`src/rtl/four_bit_down_counter_pkg.sv`:
```
// Shared width constant and state encoding for the four-bit down counter.
package four_bit_down_counter_pkg;

    localparam int CNT_W = 4;

    typedef enum logic [1:0] {
        IDLE = 2'b00,
        RUN  = 2'b01,
        DONE = 2'b10
    } state_t;

endpackage

```
`src/rtl/four_bit_down_counter.sv`:
```
// Loadable four-bit down counter with a captured terminal value, one-shot or
// auto-reload operation, and registered count, terminal pulse and busy outputs.
module four_bit_down_counter
    import four_bit_down_counter_pkg::*;
(
    input  logic             clk,
    input  logic             rst,
    input  logic             en,
    input  logic             load,
    input  logic [CNT_W-1:0] b,
    input  logic [CNT_W-1:0] l,
    input  logic             auto,
    output logic [CNT_W-1:0] d,
    output logic             tc,
    output logic             busy
);

    state_t           state, state_next;
    logic [CNT_W-1:0] d_next, b_q, b_q_next, l_q, l_q_next;
    logic             auto_q, auto_q_next, tc_next;

    // All outputs and captured settings live in flops; reset clears everything
    // and aborts any count in progress without a terminal pulse.
    always_ff @(posedge clk or negedge rst) begin
        if (!rst) begin
            state  <= IDLE;
            d      <= '0;
            tc     <= 1'b0;
            busy   <= 1'b0;
            b_q    <= '0;
            l_q    <= '0;
            auto_q <= 1'b0;
        end else begin
            state  <= state_next;
            d      <= d_next;
            tc     <= tc_next;
            busy   <= (state_next == RUN);
            b_q    <= b_q_next;
            l_q    <= l_q_next;
            auto_q <= auto_q_next;
        end
    end

    // Load wins over everything else; otherwise only an enabled RUN edge moves
    // the count, and reaching the captured terminal value produces the pulse.
    always_comb begin
        state_next  = state;
        d_next      = d;
        tc_next     = 1'b0;
        b_q_next    = b_q;
        l_q_next    = l_q;
        auto_q_next = auto_q;

        if (load) begin
            d_next      = b;
            b_q_next    = b;
            l_q_next    = l;
            auto_q_next = auto;
            state_next  = RUN;
        end else if (state == RUN && en) begin
            if (d == l_q) begin
                tc_next = 1'b1;
                if (auto_q) begin
                    d_next = b_q;
                end else begin
                    state_next = DONE;
                end
            end else begin
                d_next = d - CNT_W'(1);
            end
        end
    end

endmodule

```
`config.mk`:
```
export PLATFORM = sky130hd
export DESIGN_NAME = four_bit_down_counter
export DESIGN_NICKNAME = d
export VERILOG_FILES = /design/src/rtl/four_bit_down_counter_pkg.sv /design/src/rtl/four_bit_down_counter.sv
export SDC_FILE = /design/constraint.sdc
export NUM_CORES = 1
export LEC_CHECK = 0
export ABC_CLOCK_PERIOD_IN_PS = 1700
export CORE_MARGIN = 2
export CORE_UTILIZATION = 40
export DETAILED_ROUTE_END_ITERATION = 10
export MAX_ROUTING_LAYER = met4
export PLACE_DENSITY_LB_ADDON = 0.15
export RECOVER_POWER = 25
export SLEW_MARGIN = 20
export SYNTH_ARGS = -nofsm -noshare
export SYNTH_HDL_FRONTEND = slang
export SYNTH_SLANG_ARGS = --single-unit
export TNS_END_PERCENT = 20
```
`constraint.sdc`:
```
create_clock -name clk -period 1.7 [get_ports clk]
set_input_delay 0.255 -clock clk [delete_from_list [all_inputs] [get_ports clk]]
set_output_delay 0.255 -clock clk [all_outputs]
set_load 0.005 [all_outputs]
```
==> summary.md, run 1 <==
| Metric | Value |
|---|---|
| Ratio of cells with drive above 1 in the final layout | `between 10% and 20%` |
| Cell at the root of the clock tree | `sky130_fd_sc_hd__clkbuf_4` |
| CP max stage cell | `sky130_fd_sc_hd__clkdlybuf4s50_1` |
| Length of routed met2 wiring | `roughly 800 um` |
| Worst clock skew | `about 4.4 ps` |
| Area leader, netlist | `sky130_fd_sc_hd__dfrtp_1` |
| Critical Path Source Type | `register` |
| Maximum number of pins on one net before global-route repair | `18` |
| Switching power total | `about 0.00029 W` |
| Arrival time of the worst setup path | `1320 ps` |
| Placeable core region | `just under 2000 um2` |
| Hold Crit Class | `register to register` |
| Total routed wire length on the met1 layer | `roughly 730 um` |
| DRC marker count from the first detailed-route iteration | `0` |
| Most used flip-flop cell after synthesis | `sky130_fd_sc_hd__dfrtp_1` |
| Fraction of the yosys area taken by sequential cells | `a little over half` |
| Main area contributors after synthesis | `sky130_fd_sc_hd__dfrtp_1 53%, sky130_fd_sc_hd__xnor2_1 6.6%, sky130_fd_sc_hd__mux2_2 5.6%, sky130_fd_sc_hd__mux2i_1 5.0%, sky130_fd_sc_hd__o21ai_0 4.4%` |
| Biggest cell delay along the critical path | `500 ps` |
| Met3 Routed Length | `around 52 um` |
| Register share of total power | `between 40% and 50%` |
| Status | `finished, final reports clean` |
| Number of synthesized register bits | `17` |
| Average wire per standard cell | `12.7 um` |
| Hold-critical path depth | `1` |
| Final max-slew violation count | `0` |
| Data required time at the worst endpoint | `about 1400 ps` |
| Number of maximum-capacitance constraint violations | `0` |
| Floorplan die area | `around 2400 um2` |
| Critical path capture point type | `output pin` |
| CP bufs+invs | `2` |
| Number of routed nets with antenna violations | `0` |
| Total clock buffers created by CTS | `3` |
| Via count of the first global-routing pass | `approximately 650` |
| Minimum hold slack | `around 480 ps` |
| Count of distinct cell types in the synthesized netlist | `22` |
| Worst slew margin relative to its limit | `38.2%` |
| DRC violation count after routing | `0` |
| Initial antenna violation count | `0` |
| Number of gates given a new drive strength after cts | `0` |
| Setup TNS after final layout | `0 ps` |
| Startpoint of the worst register-to-register path | `d[1]` |
| GP Congestion | `approximately 0.77` |
| Starting utilization of the core area | `a little over two fifths` |
| Pre-CTS setup slack | `135 ps` |
| I/O pins | `19` |
| Nets in the synthesized netlist | `89` |
| Warnings, synthesis | `0` |
| Fill count | `between 150 and 200` |
| Leakage power | `0.479 nW` |
| # hold bufs at CTS | `0` |
| Total power per unit cell area | `slightly above 900 nW/um2` |
| Placed Area | `approximately 1000 um2` |
| Iteration count of the initial detailed-routing pass | `1` |
| Count of nets after finishing | `~120` |
| First-pass GRT wire length | `2.89 mm` |
| Placed wire-length estimate | `about 1.2 mm` |
| Part of the power in the clock network | `~22%` |
| Clock tree from TritonCTS | `yes` |
| Proportion of power drawn by combinational gates | `just under 30%` |
| H-tree levels | `1` |
| Number of endpoints with negative hold slack in the final report | `0` |
| Buffer levels on the longest clock path | `2` |
| Quantity of I/O buffers inserted on ports | `18` |
| VDD IR-drop max | `0.501 mV` |
| Cell internal power dissipation | `about 0.00070 W` |
| Switch share | `about 29%` |
| Most frequent cells after synthesis | `17 x sky130_fd_sc_hd__dfrtp_1, 9 x sky130_fd_sc_hd__inv_1, 8 x sky130_fd_sc_hd__nand2_1` |
| Mapped cell area | `about 800 um2` |
| Setup repair after global routing missed its margin | `false` |
| CTS sink count | `17` |
| Post-detailed-routing wire length | `roughly 1.6 mm` |
| Highest metal layer with signal wires | `met4` |
| Global-route congestion overflow total | `0` |
| Worst hold path startpoint | `state[1]` |
| DR vias/cell | `between 4 and 5` |
| Type of the setup path with the least slack | `register to output pin` |
| Critical R2R Capture | `state[0]` |
| Cell-by-cell listing of the critical path | `buf_4 > clkdlybuf4s50_1` |
| Final non-filler cell area | `1070 um2` |
| Worst hold endpoint | `busy` |
| Number of setup buffers added after CTS | `0` |
| Syn avg cell area | `~11 um2` |
| Row count | `16` |
| Final setup violation count | `0` |
| Clock-pin slew on the worst setup and hold paths | `~90 ps` |
| Die height | `just under 50 um` |
| Final setup margin | `between 100 and 150 ps` |
| Async S/R FF share, synth | `100%` |
| Kind of cell adding the most delay to the critical path | `buffers and inverters` |
| Fmax | `roughly 0.64 GHz` |
| Most instantiated library cell after synthesis | `sky130_fd_sc_hd__dfrtp_1` |
| Largest fanout on the critical path | `4` |
| Area added between synthesis and finish | `33.2%` |
| Antenna diodes | `0` |
| Clock insertion delay at the later pin of the skew report | `a little under 300 ps` |
| Worst setup slack for register-to-register paths | `~150 ps` |
| Area share of the leading cell type in the synthesized netlist | `a little over half` |
| Reg2reg path depth | `4` |
| Total track usage | `between 10% and 20%` |
| Post-layout minimum cycle time | `approximately 1600 ps` |
| Post-synth EDFFs | `0` |
| Count of vias placed by the detailed router | `617` |
| Actual transition at the worst max-transition pin | `between 900 and 1000 ps` |
| Cell count after synthesis | `75` |
| Share of the clock period used by the worst path | `92.6%` |
| Floorplan die width | `just under 50 um` |
[stage by stage]
step | instances | util (%) | power (W)
floorplan | 75 | - | 0.000649
global placement | 123 | 54.4 | 0.000771
detailed placement | 123 | 54.4 | 0.000775
CTS | 127 | 55.8 | 0.00100
global route | 127 | 55.6 | 0.00106
finish | 127 | 55.6 | 0.000986
[how the worst max path moves through the flow]
stage               cells past startpoint       end  start  slack [ps]
global placement                        4  state[0]   d[3]         160
detailed placement                      5      d[2]     en         140
CTS                                     2      d[2]   d[2]         100
finish                                  2      d[2]   d[2]         130
global route                            4  state[0]   d[0]          20
floorplan                               4  state[0]   d[0]         350
[layout make-up]
class,count,area [um2],area share [%]
tap,27,33.8,3.16
sequential,17,425,39.8
multi-input combinational,47,335,31.4
inverter,9,33.8,3.16
clock buffer,4,26.3,2.46
timing repair buffer,23,214,20.0
[logic make-up after synthesis]
family                   count (synthesis)  share of synthesized area, %
flip-flops                              17                          53.0
AO/OA/AOI/OAI                           16                          13.4
AND/OR/NAND/NOR                         16                          9.67
buffers and inverters                   11                          5.15
multiplexers                             8                          10.6
XOR/XNOR                                 6                          6.55
adder cells (fa/ha/maj)                  1                          1.56
[power groups by stage]
stage	Combinational, W	Clock, W	Sequential, W
4_1_cts	0.000293	0.000227	0.000481
2_1_floorplan	0.000160	0	0.000489
3_5_place_dp	0.000286	0	0.000489
5_1_grt	0.000321	0.000251	0.000487
6_report	0.000286	0.000220	0.000480
3_3_place_gp	0.000284	0	0.000487
[state kept, by name (all words and copies together) (netlist names)]
name and flops:
state 2, auto_q 1, tc 1, d 4, b_q 4, l_q 4
busy 1
[layout by cell type, fill, tap and decap left out]
cell,instances
sky130_fd_sc_hd__nand3b_1,1
sky130_fd_sc_hd__dfrtp_1,17
sky130_fd_sc_hd__a21o_2,1
sky130_fd_sc_hd__clkdlybuf4s50_1,17
sky130_fd_sc_hd__inv_1,9
sky130_fd_sc_hd__ha_1,1
sky130_fd_sc_hd__o21ai_1,2
sky130_fd_sc_hd__clkbuf_4,3
sky130_fd_sc_hd__mux2_2,4
sky130_fd_sc_hd__mux2i_1,4
sky130_fd_sc_hd__o2111ai_1,1
sky130_fd_sc_hd__nor3_1,3
sky130_fd_sc_hd__dlygate4sd3_1,1
sky130_fd_sc_hd__buf_4,4
sky130_fd_sc_hd__a21oi_1,1
sky130_fd_sc_hd__clkbuf_1,2
sky130_fd_sc_hd__o31ai_1,1
sky130_fd_sc_hd__nand4_1,1
sky130_fd_sc_hd__xnor2_1,6
sky130_fd_sc_hd__and4_4,1
sky130_fd_sc_hd__a211oi_1,1
sky130_fd_sc_hd__o21ai_0,7
sky130_fd_sc_hd__nand2_1,8
sky130_fd_sc_hd__o311ai_0,1
sky130_fd_sc_hd__nor2_1,2
sky130_fd_sc_hd__a21oi_4,1
[layer usage]
| layer | track usage (%) | vias up |
|---|---|---|
| met1 | 19.6 | 291 |
| li1 | - | 306 |
| met2 | 26.5 | 15 |
| met5 | - | - |
| met3 | 2.45 | 5 |
| met4 | 8.57 | 0 |
No activity file was read; power rests on OpenSTA's default activity.
==> inputs of run 2 (changes only) <==
--- a/config.mk
+++ b/config.mk
@@ -12,7 +12,7 @@
 export MAX_ROUTING_LAYER = met4
 export PLACE_DENSITY_LB_ADDON = 0.15
 export RECOVER_POWER = 25
-export SLEW_MARGIN = 20
+export SLEW_MARGIN = 0
 export SYNTH_ARGS = -nofsm -noshare
 export SYNTH_HDL_FRONTEND = slang
 export SYNTH_SLANG_ARGS = --single-unit
==> results of run 2 <==
Same layout as run 1: the final DEF is identical, and so are final timing and power.
==> inputs of run 3 (changes only) <==
--- a/config.mk
+++ b/config.mk
@@ -5,9 +5,11 @@
 export SDC_FILE = /design/constraint.sdc
 export NUM_CORES = 1
 export LEC_CHECK = 0
-export ABC_CLOCK_PERIOD_IN_PS = 1700
+export ABC_AREA = 0
+export ABC_CLOCK_PERIOD_IN_PS = 2000
 export CORE_MARGIN = 2
 export CORE_UTILIZATION = 40
+export CTS_CLUSTER_DIAMETER = 40
 export DETAILED_ROUTE_END_ITERATION = 10
 export MAX_ROUTING_LAYER = met4
 export PLACE_DENSITY_LB_ADDON = 0.15
==> constraint.sdc (replaced) <==
create_clock -name clk -period 2 [get_ports clk]
set_input_delay 0.3 -clock clk [delete_from_list [all_inputs] [get_ports clk]]
set_output_delay 0.3 -clock clk [all_outputs]
set_load 0.005 [all_outputs]
==> run 3 against run 2 <==
Compared with the run above: wire length shrank 5.9%; clock skew about the same; first-iteration DRC count is 6 higher; largest cell class unchanged; core utilization fell by 0.78 points; total power fell by 16%; worst setup slack better by 270 ps; hold slack got worse by 3.8 ps; non-clock buffer count shrank 2; critical path depth is 1 lower; die area did not move; count of clock-buffer cells in the layout did not move.
==> summary.md, run 3 (same netlist as run 1, synthesis figures left out) <==
| Metric | Value |
|---|---|
| DRC marker count from the first detailed-route iteration | `6 (+6)` |
| Global-route congestion overflow total | `0 (unchanged)` |
| Proportion of power drawn by combinational gates | `27.1% (-1.9 points)` |
| Iteration count of the initial detailed-routing pass | `2 (+1)` |
| Final max-slew violation count | `0 (unchanged)` |
| Setup TNS after final layout | `0 ps (unchanged)` |
| Ratio of cells with drive above 1 in the final layout | `12.2% (-1.8 points)` |
| Post-detailed-routing wire length | `1.52 mm (-5.9%)` |
| Non-filler cells in the finished layout | `125 (-1.6%)` |
| Total track usage | `16.3% (+0.046 points)` |
| Initial antenna violation count | `0 (unchanged)` |
| Worst hold path startpoint | `state[1]` |
| Part of the power in the clock network | `22.7% (+0.4 points)` |
| Die height | `48.8 um (unchanged)` |
| Starting utilization of the core area | `41.7% (unchanged)` |
| Area added between synthesis and finish | `31.4%` |
| Floorplan die area | `2380 um2 (unchanged)` |
| Status | `finished, final reports clean` |
| CTS sink count | `17 (unchanged)` |
| Number of gates given a new drive strength after cts | `0 (unchanged)` |
| CP bufs+invs | `1 (-1)` |
| Placeable core region | `1920 um2 (unchanged)` |
| Kind of cell adding the most delay to the critical path | `buffers and inverters` |
| Count of nets after finishing | `113 (-1.7%)` |
| Row count | `16 (unchanged)` |
| Clock insertion delay at the later pin of the skew report | `290 ps (about the same)` |
| Switching power total | `0.000239 W (-17%)` |
| H-tree levels | `1 (unchanged)` |
| Share of the core filled with cells | `54.8% (-0.78 points)` |
| DRC violation count after routing | `0 (unchanged)` |
| Number of routed nets with antenna violations | `0 (unchanged)` |
| Dpl cells | `121 (-1.6%)` |
| CP max stage cell | `sky130_fd_sc_hd__clkdlybuf4s50_1` |
| I/O pins | `19 (unchanged)` |
| Cell-by-cell listing of the critical path | `clkdlybuf4s50_1` |
| Total clock buffers created by CTS | `3 (unchanged)` |
| Maximum number of pins on one net before global-route repair | `18 (unchanged)` |
| Leakage power | `0.469 nW (-2.1%)` |
| Fill count | `193 (-2.0%)` |
| VDD IR-drop max | `0.405 mV (-19%)` |
| Type of the setup path with the least slack | `register to output pin` |
| Total power per unit cell area | `782 nW/um2 (-15%)` |
| Biggest cell delay along the critical path | `540 ps (+40 ps)` |
| First-pass GRT wire length | `2.83 mm (-2.1%)` |
| Quantity of I/O buffers inserted on ports | `18 (unchanged)` |
| Most frequent cells in the layout | `17 x sky130_fd_sc_hd__dfrtp_1, 17 x sky130_fd_sc_hd__clkdlybuf4s50_1, 9 x sky130_fd_sc_hd__inv_1, 8 x sky130_fd_sc_hd__nand2_1, 7 x sky130_fd_sc_hd__o21ai_0` |
| Startpoint of the worst register-to-register path | `d[0]` |
| Critical Path Source Type | `register` |
| Floorplan die width | `48.8 um (unchanged)` |
| Count of vias placed by the detailed router | `605 (-1.9%)` |
| Registers with the highest flip-flop counts | `b_q x4, d x4, l_q x4` |
| # hold bufs at CTS | `0 (unchanged)` |
| Antenna diodes | `0 (unchanged)` |
| Worst clock skew | `4.31 ps (-0.121 ps)` |
| Data required time at the worst endpoint | `1700 ps (+260 ps)` |
| Overall power consumption | `0.000824 W (-16%)` |
| Buffer levels on the longest clock path | `2 (unchanged)` |
| DR vias/cell | `4.84 (-0.38%)` |
| Post-layout minimum cycle time | `1600 ps` |
| Worst slew margin relative to its limit | `38.6% (+0.39 points)` |
| Arrival time of the worst setup path | `1300 ps (-20 ps)` |
| Critical path capture point type | `output pin` |
| Fmax | `around 0.62 GHz` |
| Placed wire-length estimate | `1.12 mm (-5.7%)` |
| Clock-pin slew on the worst setup and hold paths | `100 ps (about the same)` |
| GP Congestion | `0.779 (+1.2%)` |
| Cell internal power dissipation | `0.000585 W (-16%)` |
| Via count of the first global-routing pass | `671 (+3.7%)` |
| Clock tree from TritonCTS | `yes` |
| Number of maximum-capacitance constraint violations | `0 (unchanged)` |
| Worst setup path start | `d[0]` |
| Number of setup buffers added after CTS | `0 (unchanged)` |
| Register share of total power | `50.3% (+1.6 points)` |
| Average wire per standard cell | `12.2 um (-4.4%)` |
| Final setup violation count | `0 (unchanged)` |
| Setup repair after global routing missed its margin | `false` |
| Share of the clock period used by the worst path | `between 80% and 90%` |
| Largest fanout on the critical path | `6 (+2)` |
| Number of endpoints with negative hold slack in the final report | `0 (unchanged)` |
| Hold Crit Class | `register to register` |
| Switch share | `29.0% (-0.21 points)` |
| Cell at the root of the clock tree | `sky130_fd_sc_hd__clkbuf_4` |
| Actual transition at the worst max-transition pin | `922 ps (-5.91 ps)` |
==> run 3: final timing paths <==
| kind | depth (start not counted) | to | slack [ps] |
|---|---|---|---|
| worst min register to register | 1 | busy | 480 |
| worst max register to register | 4 | state[0] | 400 |
| min in group asynchronous | 2 | auto_q | 640 |
| worst min-delay path | 1 | busy | 480 |
| worst max-delay path | 1 | d[0] | 400 |
| max in group asynchronous | 2 | b_q[3] | 790 |
==> run 3: metrics by stage <==
step,hold WS (ps),setup slack (ps),area (um2)
2_1_floorplan,4.41,650,802
3_3_place_gp,497,380,1030
3_5_place_dp,473,359,1030
4_1_cts,316,385,1060
5_1_grt,531,235,1050
6_report,479,397,1050
==> run 3: area by class of cell <==
class,instances,area [um2],share of cell area (%)
well taps,27,33.8,3.21
inverters,9,33.8,3.21
flip-flops and latches,17,425,40.4
multi-input cells,47,335,31.8
clock buffers,4,26.3,2.49
repair buffers,21,199,18.9
==> run 3: power groups by stage <==
stage	clock network [W]	registers, W	logic [W]
after floorplan	0	0.000415	0.000136
after global placement	0	0.000421	0.000222
after detailed placement	0	0.000421	0.000225
after CTS	0.000196	0.000414	0.000228
after global routing	0.000211	0.000420	0.000252
final	0.000187	0.000414	0.000223
==> run 3: layer usage <==
layer	global-route usage (%)	share of wire [%]	up-vias
met5	-	0	-
met4	11.4	3.2	0
met3	4.29	3.2	4
met2	24.7	45	14
met1	19.0	49	285
li1	-	-	302
==> run 3: worst reg2reg max path: cells and delay by family, from the launching register on <==
kind	cells	cell delay (ps)
and+or+nand+nor	2	680
xor gates and xnor gates	1	220
AOI/OAI and AO/OA	1	120
DFF	1	460
